[src/rtl/wb_regfile.sv]
// -----------------------------------------------------------------------------
// wb_regfile -- write-back stage of the 5-stage MIPS core.
//
// Consumer end of the MEM/WB pipeline register. It picks the write-back value
// (load data or ALU result), commits it into the 2**ADDR_W entry register file
// and serves the two ID-stage read ports (rs, rt). It also re-publishes the
// committed write for one cycle, so the forwarding unit can observe it.
//
// Optional feature macro: WB_REGFILE_BYPASS_EN
//   defined   : a read port whose index matches the committing destination
//               returns the write-back value in the same cycle
//               (write-before-read, so there is no WB->ID hazard).
//   undefined : read ports return the pre-edge register contents, and the
//               hazard unit must stall one extra cycle.
//   Index 0 reads as zero in both builds.
//
// Ports
//   clk_WB            in   core clock, rising edge
//   rst_n_WB          in   asynchronous active-low reset
//   data_WB_IN        in   memory read data from MEM/WB
//   resALU_WB_IN      in   ALU result from MEM/WB
//   mux2Output_WB_IN  in   destination register index
//   RegWrite_WB_IN    in   write enable
//   MemtoReg_WB_IN    in   1 = memory data, 0 = ALU result
//   rs_addr_WB        in   read port A index
//   rt_addr_WB        in   read port B index
//   rs_data_WB        out  read port A data (combinational)
//   rt_data_WB        out  read port B data (combinational)
//   wbData_WB         out  registered copy of the last committed value
//   wbAddr_WB         out  registered copy of the last committed index
//   wbValid_WB        out  high for exactly the cycle after a commit
// -----------------------------------------------------------------------------

// One ID-stage read port. The top level instantiates it once per port.
module wb_regfile_rdport #(
   parameter int DATA_W = 32,
   parameter int ADDR_W = 5,
   parameter int NREG   = 32
) (
   input  logic [ADDR_W-1:0]            addr,
   input  logic [NREG-1:0][DATA_W-1:0]  regs,
   input  logic                         commit,
   input  logic [ADDR_W-1:0]            waddr,
   input  logic [DATA_W-1:0]            wval,
   output logic [DATA_W-1:0]            data
);
`ifdef WB_REGFILE_BYPASS_EN
   // Index 0 has priority over the bypass. A commit never targets r0, but
   // this ordering keeps the zero guarantee local to this port.
   always_comb begin
      data = regs[addr];
      if (addr == '0)
         data = '0;
      else if (commit && (addr == waddr))
         data = wval;
   end
`else
   // Without the bypass the write port is not observed here.
   logic unused_wr;
   assign unused_wr = ^{commit, waddr, wval};

   always_comb begin
      data = regs[addr];
      if (addr == '0)
         data = '0;
   end
`endif
endmodule

module wb_regfile #(
   parameter int DATA_W = 32,
   parameter int ADDR_W = 5
) (
   input  logic              clk_WB,
   input  logic              rst_n_WB,
   input  logic [DATA_W-1:0] data_WB_IN,
   input  logic [DATA_W-1:0] resALU_WB_IN,
   input  logic [ADDR_W-1:0] mux2Output_WB_IN,
   input  logic              RegWrite_WB_IN,
   input  logic              MemtoReg_WB_IN,
   input  logic [ADDR_W-1:0] rs_addr_WB,
   input  logic [ADDR_W-1:0] rt_addr_WB,
   output logic [DATA_W-1:0] rs_data_WB,
   output logic [DATA_W-1:0] rt_data_WB,
   output logic [DATA_W-1:0] wbData_WB,
   output logic [ADDR_W-1:0] wbAddr_WB,
   output logic              wbValid_WB
);
   localparam int NREG      = 1 << ADDR_W;
   localparam int NUM_PORTS = 2;   // rs, rt
   localparam int STAGES    = 1;   // trace valid delay

   // MEM/WB write request as a single bundle.
   typedef struct packed {
      logic              we;
      logic              mem2reg;
      logic [ADDR_W-1:0] dst;
      logic [DATA_W-1:0] mdata;
      logic [DATA_W-1:0] alu;
   } wb_req_t;

   wb_req_t                          req;
   logic [DATA_W-1:0]                wval;
   logic                             commit;
   logic [NREG-1:0][DATA_W-1:0]      regs;
   logic [NUM_PORTS-1:0][ADDR_W-1:0] rd_addr;
   logic [NUM_PORTS-1:0][DATA_W-1:0] rd_data;
   logic [STAGES:0]                  vld_pipe;
   logic [STAGES:1]                  vld_q;

   assign req = '{we:      RegWrite_WB_IN,
                  mem2reg: MemtoReg_WB_IN,
                  dst:     mux2Output_WB_IN,
                  mdata:   data_WB_IN,
                  alu:     resALU_WB_IN};

   // A write to r0 is not a commit. That one rule keeps r0 at zero and also
   // suppresses the trace valid for it.
   assign commit = req.we && (req.dst != '0);
   // wval only matters when commit is set, so MemtoReg has no effect otherwise.
   assign wval   = req.mem2reg ? req.mdata : req.alu;

   // Register array. Entry 0 is reset and never written.
   always_ff @(posedge clk_WB or negedge rst_n_WB) begin
      if (!rst_n_WB)
         regs <= '0;
      else if (commit)
         regs[req.dst] <= wval;
   end

   // Trace outputs. Data and address hold when there is no commit.
   always_ff @(posedge clk_WB or negedge rst_n_WB) begin
      if (!rst_n_WB) begin
         wbData_WB <= '0;
         wbAddr_WB <= '0;
      end else if (commit) begin
         wbData_WB <= wval;
         wbAddr_WB <= req.dst;
      end
   end

   // Valid shift register: stage 0 is the live commit, and the last stage
   // is what the forwarding unit sees.
   assign vld_pipe = {vld_q, commit};

   always_ff @(posedge clk_WB or negedge rst_n_WB) begin
      if (!rst_n_WB)
         vld_q <= '0;
      else
         vld_q <= vld_pipe[STAGES-1:0];
   end

   assign wbValid_WB = vld_pipe[STAGES];

   // Read ports.
   assign rd_addr = {rt_addr_WB, rs_addr_WB};

   genvar p;
   generate
      for (p = 0; p < NUM_PORTS; p++) begin : g_rd
         wb_regfile_rdport #(
            .DATA_W (DATA_W),
            .ADDR_W (ADDR_W),
            .NREG   (NREG)
         ) u_rd (
            .addr   (rd_addr[p]),
            .regs   (regs),
            .commit (commit),
            .waddr  (req.dst),
            .wval   (wval),
            .data   (rd_data[p])
         );
      end
   endgenerate

   assign rs_data_WB = rd_data[0];
   assign rt_data_WB = rd_data[1];
endmodule

[config.mk]
export PLATFORM = sky130hd
export DESIGN_NAME = wb_regfile
export DESIGN_NICKNAME = d
export VERILOG_FILES = /design/src/rtl/wb_regfile.sv
export SDC_FILE = /design/constraint.sdc
export NUM_CORES = 2
export LEC_CHECK = 0
export CORE_UTILIZATION = 50
export CTS_CLUSTER_SIZE = 10
export DETAILED_ROUTE_END_ITERATION = 6
export PLACE_DENSITY = 0.69
export SLEW_MARGIN = 20
export SYNTH_ARGS = -nofsm -noshare
export SYNTH_HDL_FRONTEND = slang
export SYNTH_SLANG_ARGS = --single-unit
[constraint.sdc]
create_clock -name clk_WB -period 4.5 [get_ports clk_WB]
set_input_delay 1.125 -clock clk_WB [delete_from_list [all_inputs] [get_ports clk_WB]]
set_output_delay 1.125 -clock clk_WB [all_outputs]
set_load 0.01 [all_outputs]
==> summary.md <==
| Metric | Value |
|---|---|
| Pwr/cell area | 444 mW/mm^2 |
| Fmax | 220 MHz |
| CP dominant cell by count | buf_16 |
| Final hold vios | 0 |
| Clk root buf | clkbuf_16 |
| Vias per cell | 6.67 |
| Top-count cell post-synth | dfrtp_1 |
| Rel. slew slack | 0.253 |
| Routed Antenna Nets | 0 |
| Crit Path Class | input pin to output port |
| Top cells by count, synth | dfrtp_1 (1062), nand2_1 (571), o21ai_0 (570), nor2_1 (528), a21oi_1 (512) |
| Post-synth ARST share | 1.00 |
| Drt pass-1 iters | 6 |
| Placement-stage cell area | 0.0601 sq mm |
| Peak VDD IR | 0.336 mV |
| Synth Register Bits | 1062 |
| I/O Buffers | 184 |
| Die Y | 330 um |
| Hold_buf cts | 0 |
| Setup Skew | 0 ps |
| Post-synth top area cell | dfrtp_1 |
| Max stage delay on crit path | 530 ps |
| CTS tree | yes |
| CTS Buffer Depth | 3 |
| CP max stage cell | clkdlybuf4s50_1 |
| Seq/Total Area, Yosys | 0.494 |
| Global route overflow | 0 |
| Final worst path period share | 1.01 |
| Hold WS | 374 ps |
| Worst EP arrival | 3420 ps |
| Clk Latency, worst-skew pair | 710 ps |
| Initial Util | 0.504 |
| IO Count | 185 |
| Design area | 0.0641 sq mm |
| Ys Warns | 0 |
| Slew @ Worst Pin | 1120 ps |
| Syn_nets | 4917 |
| Final Slew Violations | 0 |
| HP Class | input pin to asynchronous set/reset pin |
| Syn Std Cell Area | 0.0538 sq mm |
| Violated checks | negative setup slack |
| Worst setup margin | -41.3 ps |
| Crit path max-delay family | buffers and inverters |
| Final nets | 5116 |
| Final setup vio count | 4 |
| Vias in the first global route | 42700 |
| Layout Cells excl Fill | 6462 |
| Largest net degree at the start of global routing | 122 |
| GPL Wtd Cong | 0.921 |
| Core footprint | 0.107 sq mm |
| TritonCTS Buffers | 118 |
| Critical path buffer and inverter count | 5 |
| Row cnt | 120 |
| Share of layout cells above drive strength 1 | 0.233 |
| First-pass GRT wire length | 281000 um |
| Total Wirelength | 190000 um |
| DIE AREA | 0.109 sq mm |
| Post-synth EDFFs | 0 |
| Clock sinks | 1062 |
| Top post-synthesis cells by area | dfrtp_1 (49%), mux4_2 (19%), o21ai_0 (5.3%) |
| Synth Instances | 4834 |
| Post-Place Cells | 6285 |
| Crit-path cells | buf_16 -> buf_16 -> and3b_2 -> buf_12 -> a221o_1 -> a31oi_1 -> buf_4 -> clkdlybuf4s50_1 |
| RSZ-0062 raised after global routing | true |
| Tmin final | 4540 ps |
| Reg clk slew, reported paths | 50 ps |
| DRC Markers | 0 |
| Most used DFF post-synth | dfrtp_1 |
| Syn_area_per_cell | 11.1 sq um |
| Result of the run | complete, but fails checks |
| Initial drt markers | 5402 |
| Worst Path Required | 3380 ps |
| Die W | 330 um |
| Total number of vias | 43100 |
| Startpoint types | input pin |
| DP HPWL | 119000 um |
| Leakage | 27.5 nW |
| Initial antenna violation count | 18 |
| Synth unique cells | 41 |
| CP endpoint kind | output port |
| Max FO, Critical Path | 15 |
| Total GRT Usage | 0.352 |
| Maxcap violations | 0 |
| Synth top area share | 0.494 |
| Area Overhead vs Synth | 19.1% |
| Tot Pwr | 0.0285 W |
| Reg2reg setup slack | 3700 ps |
| Wire per inst | 29.4 um |
| H-Tree Depth | 3 |
## worst reg2reg max path, stage by stage, from the launching register on
cell and delay, ps:
dfrtp_1 410, nand2_1 90, o21ai_0 130
## cells in the final DEF, fill, tap and decap left out, types with 33 or more instances in the layout
cell type / synthesis / final
o21ai_0: 570 / 558
a22oi_1: 64 / 59
clkbuf_16: 0 / 121
a21oi_1: 512 / 512
clkdlybuf4s50_1: 0 / 141
o21ai_1: 22 / 33
mux2i_1: 224 / 189
nand2_1: 571 / 556
mux4_2: 448 / 448
nor2_1: 528 / 517
a221oi_1: 48 / 46
dfrtp_1: 1062 / 1062
buf_12: 1 / 125
buf_4: 32 / 295
## state kept, by name, indices dropped and copies added, names as in the netlist
signal and count:
regs 1024, wbData_WB 32, wbAddr_WB 5, wbValid_WB 1
## routing by layer
metal  vias up  track usage  share of wire
met1     21800        0.473           0.37
met5         -            0        0.00055
li1      17900            -              -
met4        16        0.197          0.061
met3       636       0.0927           0.12
met2      2763        0.523           0.45
## cell type report
| cell class | count | area (sq um) |
|---|---|---|
| diodes | 2 | 5.00 |
| clock buffers | 134 | 3040 |
| clock inverters | 10 | 106 |
| fillers | 8433 | 42800 |
| inverters | 3 | 15.0 |
| multi-input cells | 3231 | 25600 |
| flip-flops and latches | 1062 | 26600 |
| well taps | 1403 | 1760 |
| repair buffers | 617 | 7040 |
## timing repair
| action | CTS | global route |
|---|---|---|
| resized for setup | 63 | 45 |
| gates cloned | 6 | 2 |
| pin swaps | 5 | 9 |
| endpoints found under the setup margin | 40 | 27 |
| setup buffers | 9 | 14 |
## cells by family after synthesis
logic type	count (synthesis)	synth area share
AO/OA/AOI/OAI	1362	0.142
buffers and inverters	541	0.0441
flip-flops	1062	0.494
multiplexers	704	0.236
AND/OR/NAND/NOR	1165	0.0849
## report_power, final
group | internal [W] | switching (W) | total (W)
combinational | 0.00356 | 0.00316 | 0.00672
clock | 0.00470 | 0.00383 | 0.00853
sequential | 0.0116 | 0.00164 | 0.0132
## metrics by stage
stage	setup TNS (ps)	setup WS, ps	util
2_1_floorplan	0	761	-
3_3_place_gp	-3340	-311	0.563
3_5_place_dp	-3520	-321	0.563
4_1_cts	-58.1	-45.2	0.597
5_1_grt	-90.9	-53.6	0.600
6_report	-97.8	-41.3	0.600
## final timing paths
check                                 startpoint                    end  depth (start not counted)
hold / removal                          rst_n_WB   regs[46]$_DFFE_PN0P_                          1
min in group clk_WB         regs[26]$_DFFE_PN0P_   regs[26]$_DFFE_PN0P_                          0
setup reg to reg           regs[594]$_DFFE_PN0P_  regs[594]$_DFFE_PN0P_                          2
max in group asynchronous               rst_n_WB  regs[438]$_DFFE_PN0P_                          3
hold reg to reg             regs[26]$_DFFE_PN0P_   regs[26]$_DFFE_PN0P_                          0
setup / recovery                   rt_addr_WB[0]          rt_data_WB[9]                          8
Power figures use the tool's default switching activity.
